===== src/rtl/btb_table.sv =====
// btb_table: direct-mapped branch target buffer; lookup response registered 1 cycle after request, no backpressure (a lookup and an update are accepted every cycle).
// Define BTB_UPDATE_BYPASS_EN to forward a same-cycle, same-index update into the lookup response.
module btb_table #(
  parameter int ENTRIES = 16,
  parameter int PC_W    = 32
) (
  input  logic            btb_clk,
  input  logic            btb_rst_n,
  input  logic            btb_flush,
  input  logic            btb_lookup_valid,
  input  logic [PC_W-1:0] btb_lookup_pc,
  output logic            btb_resp_valid,
  output logic            btb_hit,
  output logic            btb_pred_taken,
  output logic [PC_W-1:0] btb_pred_target,
  input  logic            btb_update_valid,
  input  logic [PC_W-1:0] btb_update_pc,
  input  logic            btb_update_taken,
  input  logic [PC_W-1:0] btb_update_target
);

  localparam int IDX_W = $clog2(ENTRIES);
  localparam int TAG_W = PC_W - IDX_W - 2;

  logic [ENTRIES-1:0] r_valid;
  logic [TAG_W-1:0]   r_tag    [ENTRIES];
  logic [PC_W-1:0]    r_target [ENTRIES];
  logic [1:0]         r_ctr    [ENTRIES];

  logic               r_resp_valid;
  logic               r_hit;
  logic               r_pred_taken;
  logic [PC_W-1:0]    r_pred_target;

  logic [IDX_W-1:0]   w_lk_idx;
  logic [TAG_W-1:0]   w_lk_tag;
  logic [IDX_W-1:0]   w_up_idx;
  logic [TAG_W-1:0]   w_up_tag;
  logic               w_up_hit;
  logic               w_up_we;
  logic               w_nxt_valid;
  logic [TAG_W-1:0]   w_nxt_tag;
  logic [PC_W-1:0]    w_nxt_target;
  logic [1:0]         w_nxt_ctr;
  logic               w_lk_valid;
  logic [TAG_W-1:0]   w_lk_etag;
  logic [PC_W-1:0]    w_lk_target;
  logic [1:0]         w_lk_ctr;
  logic               w_lk_hit;
  logic               w_unused;

  assign w_lk_idx = btb_lookup_pc[IDX_W+1:2];
  assign w_lk_tag = btb_lookup_pc[PC_W-1:IDX_W+2];
  assign w_up_idx = btb_update_pc[IDX_W+1:2];
  assign w_up_tag = btb_update_pc[PC_W-1:IDX_W+2];
  assign w_unused = ^{btb_lookup_pc[1:0], btb_update_pc[1:0]};

  // Post-update image of the entry at the update index; shared by the table write and the bypass.
  always_comb begin
    w_up_hit     = r_valid[w_up_idx] && (r_tag[w_up_idx] == w_up_tag);
    w_nxt_valid  = r_valid[w_up_idx];
    w_nxt_tag    = r_tag[w_up_idx];
    w_nxt_target = r_target[w_up_idx];
    w_nxt_ctr    = r_ctr[w_up_idx];
    w_up_we      = 1'b0;
    if (btb_update_valid && !btb_flush) begin
      if (w_up_hit) begin
        w_up_we = 1'b1;
        if (btb_update_taken) begin
          w_nxt_ctr    = (r_ctr[w_up_idx] == 2'b11) ? 2'b11 : r_ctr[w_up_idx] + 2'd1;
          w_nxt_target = btb_update_target;
        end else begin
          w_nxt_ctr = (r_ctr[w_up_idx] == 2'b00) ? 2'b00 : r_ctr[w_up_idx] - 2'd1;
        end
      end else if (btb_update_taken) begin
        w_up_we      = 1'b1;
        w_nxt_valid  = 1'b1;
        w_nxt_tag    = w_up_tag;
        w_nxt_target = btb_update_target;
        w_nxt_ctr    = 2'b10;
      end
    end
  end

  always_comb begin
    w_lk_valid  = r_valid[w_lk_idx];
    w_lk_etag   = r_tag[w_lk_idx];
    w_lk_target = r_target[w_lk_idx];
    w_lk_ctr    = r_ctr[w_lk_idx];
`ifdef BTB_UPDATE_BYPASS_EN
    if (w_up_we && (w_up_idx == w_lk_idx)) begin
      w_lk_valid  = w_nxt_valid;
      w_lk_etag   = w_nxt_tag;
      w_lk_target = w_nxt_target;
      w_lk_ctr    = w_nxt_ctr;
    end
`endif
    w_lk_hit = btb_lookup_valid && !btb_flush && w_lk_valid && (w_lk_etag == w_lk_tag);
  end

  always_ff @(posedge btb_clk or negedge btb_rst_n) begin
    if (!btb_rst_n) begin
      r_valid <= '0;
      for (int i = 0; i < ENTRIES; i++) begin
        r_tag[i]    <= '0;
        r_target[i] <= '0;
        r_ctr[i]    <= 2'b00;
      end
    end else if (btb_flush) begin
      r_valid <= '0;
    end else if (w_up_we) begin
      r_valid[w_up_idx]  <= w_nxt_valid;
      r_tag[w_up_idx]    <= w_nxt_tag;
      r_target[w_up_idx] <= w_nxt_target;
      r_ctr[w_up_idx]    <= w_nxt_ctr;
    end
  end

  always_ff @(posedge btb_clk or negedge btb_rst_n) begin
    if (!btb_rst_n) begin
      r_resp_valid  <= 1'b0;
      r_hit         <= 1'b0;
      r_pred_taken  <= 1'b0;
      r_pred_target <= '0;
    end else begin
      r_resp_valid  <= btb_lookup_valid;
      r_hit         <= w_lk_hit;
      r_pred_taken  <= w_lk_hit && w_lk_ctr[1];
      r_pred_target <= w_lk_hit ? w_lk_target : '0;
    end
  end

  assign btb_resp_valid  = r_resp_valid;
  assign btb_hit         = r_hit;
  assign btb_pred_taken  = r_pred_taken;
  assign btb_pred_target = r_pred_target;

endmodule


===== config.mk =====
export PLATFORM = sky130hd
export DESIGN_NAME = btb_table
export DESIGN_NICKNAME = d
export VERILOG_FILES = /design/src/rtl/btb_table.sv
export SDC_FILE = /design/constraint.sdc
export NUM_CORES = 2
export LEC_CHECK = 0
export CAP_MARGIN = 40
export CORE_MARGIN = 2
export CORE_UTILIZATION = 57
export DETAILED_ROUTE_END_ITERATION = 8
export PLACE_DENSITY_LB_ADDON = 0.05
export SYNTH_ARGS = -nofsm -noshare
export SYNTH_HDL_FRONTEND = slang
export SYNTH_SLANG_ARGS = --single-unit

===== constraint.sdc =====
create_clock -name btb_clk -period 9.6 [get_ports btb_clk]
set_clock_uncertainty 0.05 [all_clocks]
set_input_delay 1.44 -clock btb_clk [delete_from_list [all_inputs] [get_ports btb_clk]]
set_output_delay 1.44 -clock btb_clk [all_outputs]
set_load 0.05 [all_outputs]

==> results by group <==
Outcome
  • Outcome: complete, no violations

Yosys
  • Synth cell types: 67
  • Number of synthesized flops with an enable pin: 0
  • Total number of yosys warnings: 0
  • Seq/Total Area, Yosys: about 47%
  • Synthesized netlist cell count: 3414
  • Synth Area per Inst: roughly 16 um2
  • Dominant cell type by area after synthesis: dfrtp_1
  • Synth top area cells: dfrtp_1 (47%), mux4_2 (23%), mux2_2 (19%)
  • Mapped cell area: roughly 54000 um2
  • Mapped Nets: 3516
  • Yosys top cell area share: 46.6%
  • Synthesis-stage register bit count: 1011
  • Post-synth ARST share: 100%
  • Ys flop type: dfrtp_1

Floorplan
  • Chip Width: ~310 um
  • Placement Rows: around 110
  • Die Area: between 90000 and 100000 um2
  • Core region area: about 95000 um2
  • IO Count: 137
  • Die height: around 310 um
  • Initial Util: a little under three fifths

Global route
  • Initial antenna violation count: 4
  • Vias in the first global route: between 30000 and 40000
  • Global Route Usage Sum: around a third
  • Grt ovf: 0
  • Wire length of the first global-routing pass: approximately 230000 um
  • Largest net degree at the start of global routing: about 170

Drt
  • Drc violations: 0
  • Router iterations before antenna repair: 7
  • Via-per-instance ratio: between 6 and 7
  • WL/cell: between 30 and 40 um
  • Final ANT Viol Nets: 0
  • Initial DRC count: approximately 3200
  • Overall via count from detail_route: roughly 33000
  • Final wirelength: about 150000 um

Finish
  • Most frequent cells in the layout: dfrtp_1 (1011), mux2_2 (899), mux4_2 (548)
  • Share of cells above drive strength 1: between 50% and 60%
  • Final Cell Area: approximately 61000 um2
  • Area growth, synth to finish: 11.8%
  • Final Core Density: between 60 and 70%
  • Commonest non-fill, non-tap cell in the layout: dfrtp_1
  • Layout fillers: around 6700
  • Fin nets: 3529

Pwr
  • PD cells: roughly 170 nW/um2
  • Max IR drop VDD: 0.143 mV
  • Leak: 27.5 nW

CTS
  • Num Clock Sinks: ~1000
  • CTS resizes: 0
  • Latest clock arrival within the worst-skew pair: 0.70 ns
  • H-tree depth: 3
  • Clock tree buffer depth: 3
  • Total CTS buffers: 110
  • Clock-pin slew on the worst setup and hold paths: around 0.06 ns
  • Post-CTS Setup Bufs: 0
  • CTS tree: yes
  • Hold-fix buffers at CTS: 0
  • Root Buffer: clkbuf_16

Timing
  • Max frequency: between 0.15 and 0.2 GHz
  • Period minus WS final: 6.57 ns
  • RSZ-0062 raised after global routing: no
  • Slew Limit Fails: 0
  • Final period util: 68.4%
  • Setup TNS: 0 ns
  • Final Hold Vio Count: 0
  • Max-slew headroom: between 20 and 30%
  • Worst-Margin Slew: between 1 and 1.5 ns
  • Final Worst Setup Slack: roughly 3.0 ns
  • # setup viols final: 0

Worst setup path
  • Critical path start-end classification: input pin to flop
  • Worst EP arrival: a little over 7 ns
  • CP Data Required Time: 10.12 ns
  • Worst-path fanout max: 79
  • Crit path from: btb_update_pc[2]
  • Crit end category: flop
  • Reg-to-reg endpoint: r_tag[402]
  • CP endpoint: r_tag[402]
  • Reg-to-reg startpoint: r_tag[19]
  • Register-to-Register Path Depth: 10
  • Crit start category: input pin
  • Reg2reg setup slack: 4.59 ns

Place
  • Place WS: between 2 and 2.5 ns
  • Dpl hpwl: about 90000 um
  • GP Congestion: between 0.8 and 0.9
  • Area of placed instances: about 57000 um2
  • Number of I/O port buffers: around 130

Job
  • Max-Cap Viols: 0

Worst hold path
  • Hold_sp: r_ctr[28]
  • Min-delay worst type: flop to flop
## cell type report
type | count | area, um2 | share of cell area, %
inverter | 19 | 73.8 | 0.121
clock buffer | 157 | 3200 | 5.27
clock inverter | 42 | 447 | 0.735
tap | 1265 | 1580 | 2.60
timing repair buffer | 227 | 2520 | 4.15
multi-input combinational | 2058 | 27600 | 45.5
sequential | 1011 | 25300 | 41.6
antenna | 3 | 7.51 | 0.0124
## worst min path at each step
stage                      endpoint  depth (start not counted)
after floorplan           r_ctr[10]                          1
after global placement    r_ctr[10]                          1
after detailed placement  r_ctr[14]                          1
after CTS                 r_ctr[14]                          1
after global routing      r_ctr[28]                          1
final                     r_ctr[28]                          1
## cell families (layout without fill, tap and decap cells)
kind of cell    Yosys count  count (layout)  share of synthesized area, %
compound gates          134             134                          1.80
flops                  1011            1011                          46.6
mux                    1686            1686                          46.1
xor+xnor                 51              51                         0.822
fa+ha+maj                 1               1                        0.0184
other cells               0               3                             0
simple gates            186             186                          1.96
buf+inv                 345             445                          2.78
## worst max-delay path, stage by stage
cell     delay, ns
buf_8         0.61
buf_12        0.57
mux4_2        0.59
mux2i_1       0.15
mux2i_1       0.14
xnor2_1       0.55
nand4_1       0.22
nor4_2        0.56
a31oi_4       0.26
buf_16        0.24
nor2_4        0.61
buf_4         0.59
mux2_2        0.40
## cells in the mapped netlist (5+ instances only)
cell	n
a221oi_1	5
buf_4	15
buf_2	115
nand4_1	8
xor2_1	9
and3_1	36
o22ai_1	11
nand3_1	15
nor3_1	6
nor2_2	8
dfrtp_1	1011
inv_1	18
mux2_2	899
or3_1	8
mux4_2	548
a22oi_1	16
a22o_1	6
nor2_1	26
xnor2_1	42
mux2_1	134
o21ba_2	15
nand2_1	36
o21ai_0	24
buf_1	114
mux2i_1	105
nor2b_1	8
clkbuf_1	79
a21oi_1	20
nand2b_1	6
## routing by layer
metal	part of all wire, %	track usage [%]	vias to the layer above
met5	0.0052	0	-
met2	48	50.2	1393
met4	3.1	10.3	2
met3	7.0	5.30	307
li1	-	-	13344
met1	42	46.5	18318
## metrics by stage
step,hold slack [ns],power [mW],instances
after floorplan,0.402,5.47,3414
after global placement,0.413,5.84,4553
after detailed placement,0.428,5.92,4580
after CTS,0.441,10.2,4779
after global routing,0.459,10.5,4781
final,0.443,10.2,4782
## flip-flops by register name, summed over array words and instances, names as in the netlist
register         count
btb_hit              1
btb_pred_taken       1
btb_pred_target     32
btb_resp_valid       1
r_ctr               32
r_tag              416
r_target           512
r_valid             16
## power breakdown
group	internal, mW	switching, mW	total, mW
registers	4.48	0.168	4.65
logic	0.586	0.613	1.20
clock network	2.53	1.78	4.31
total	7.59	2.56	10.2
Note: power is estimated with default switching activity, not from simulation.
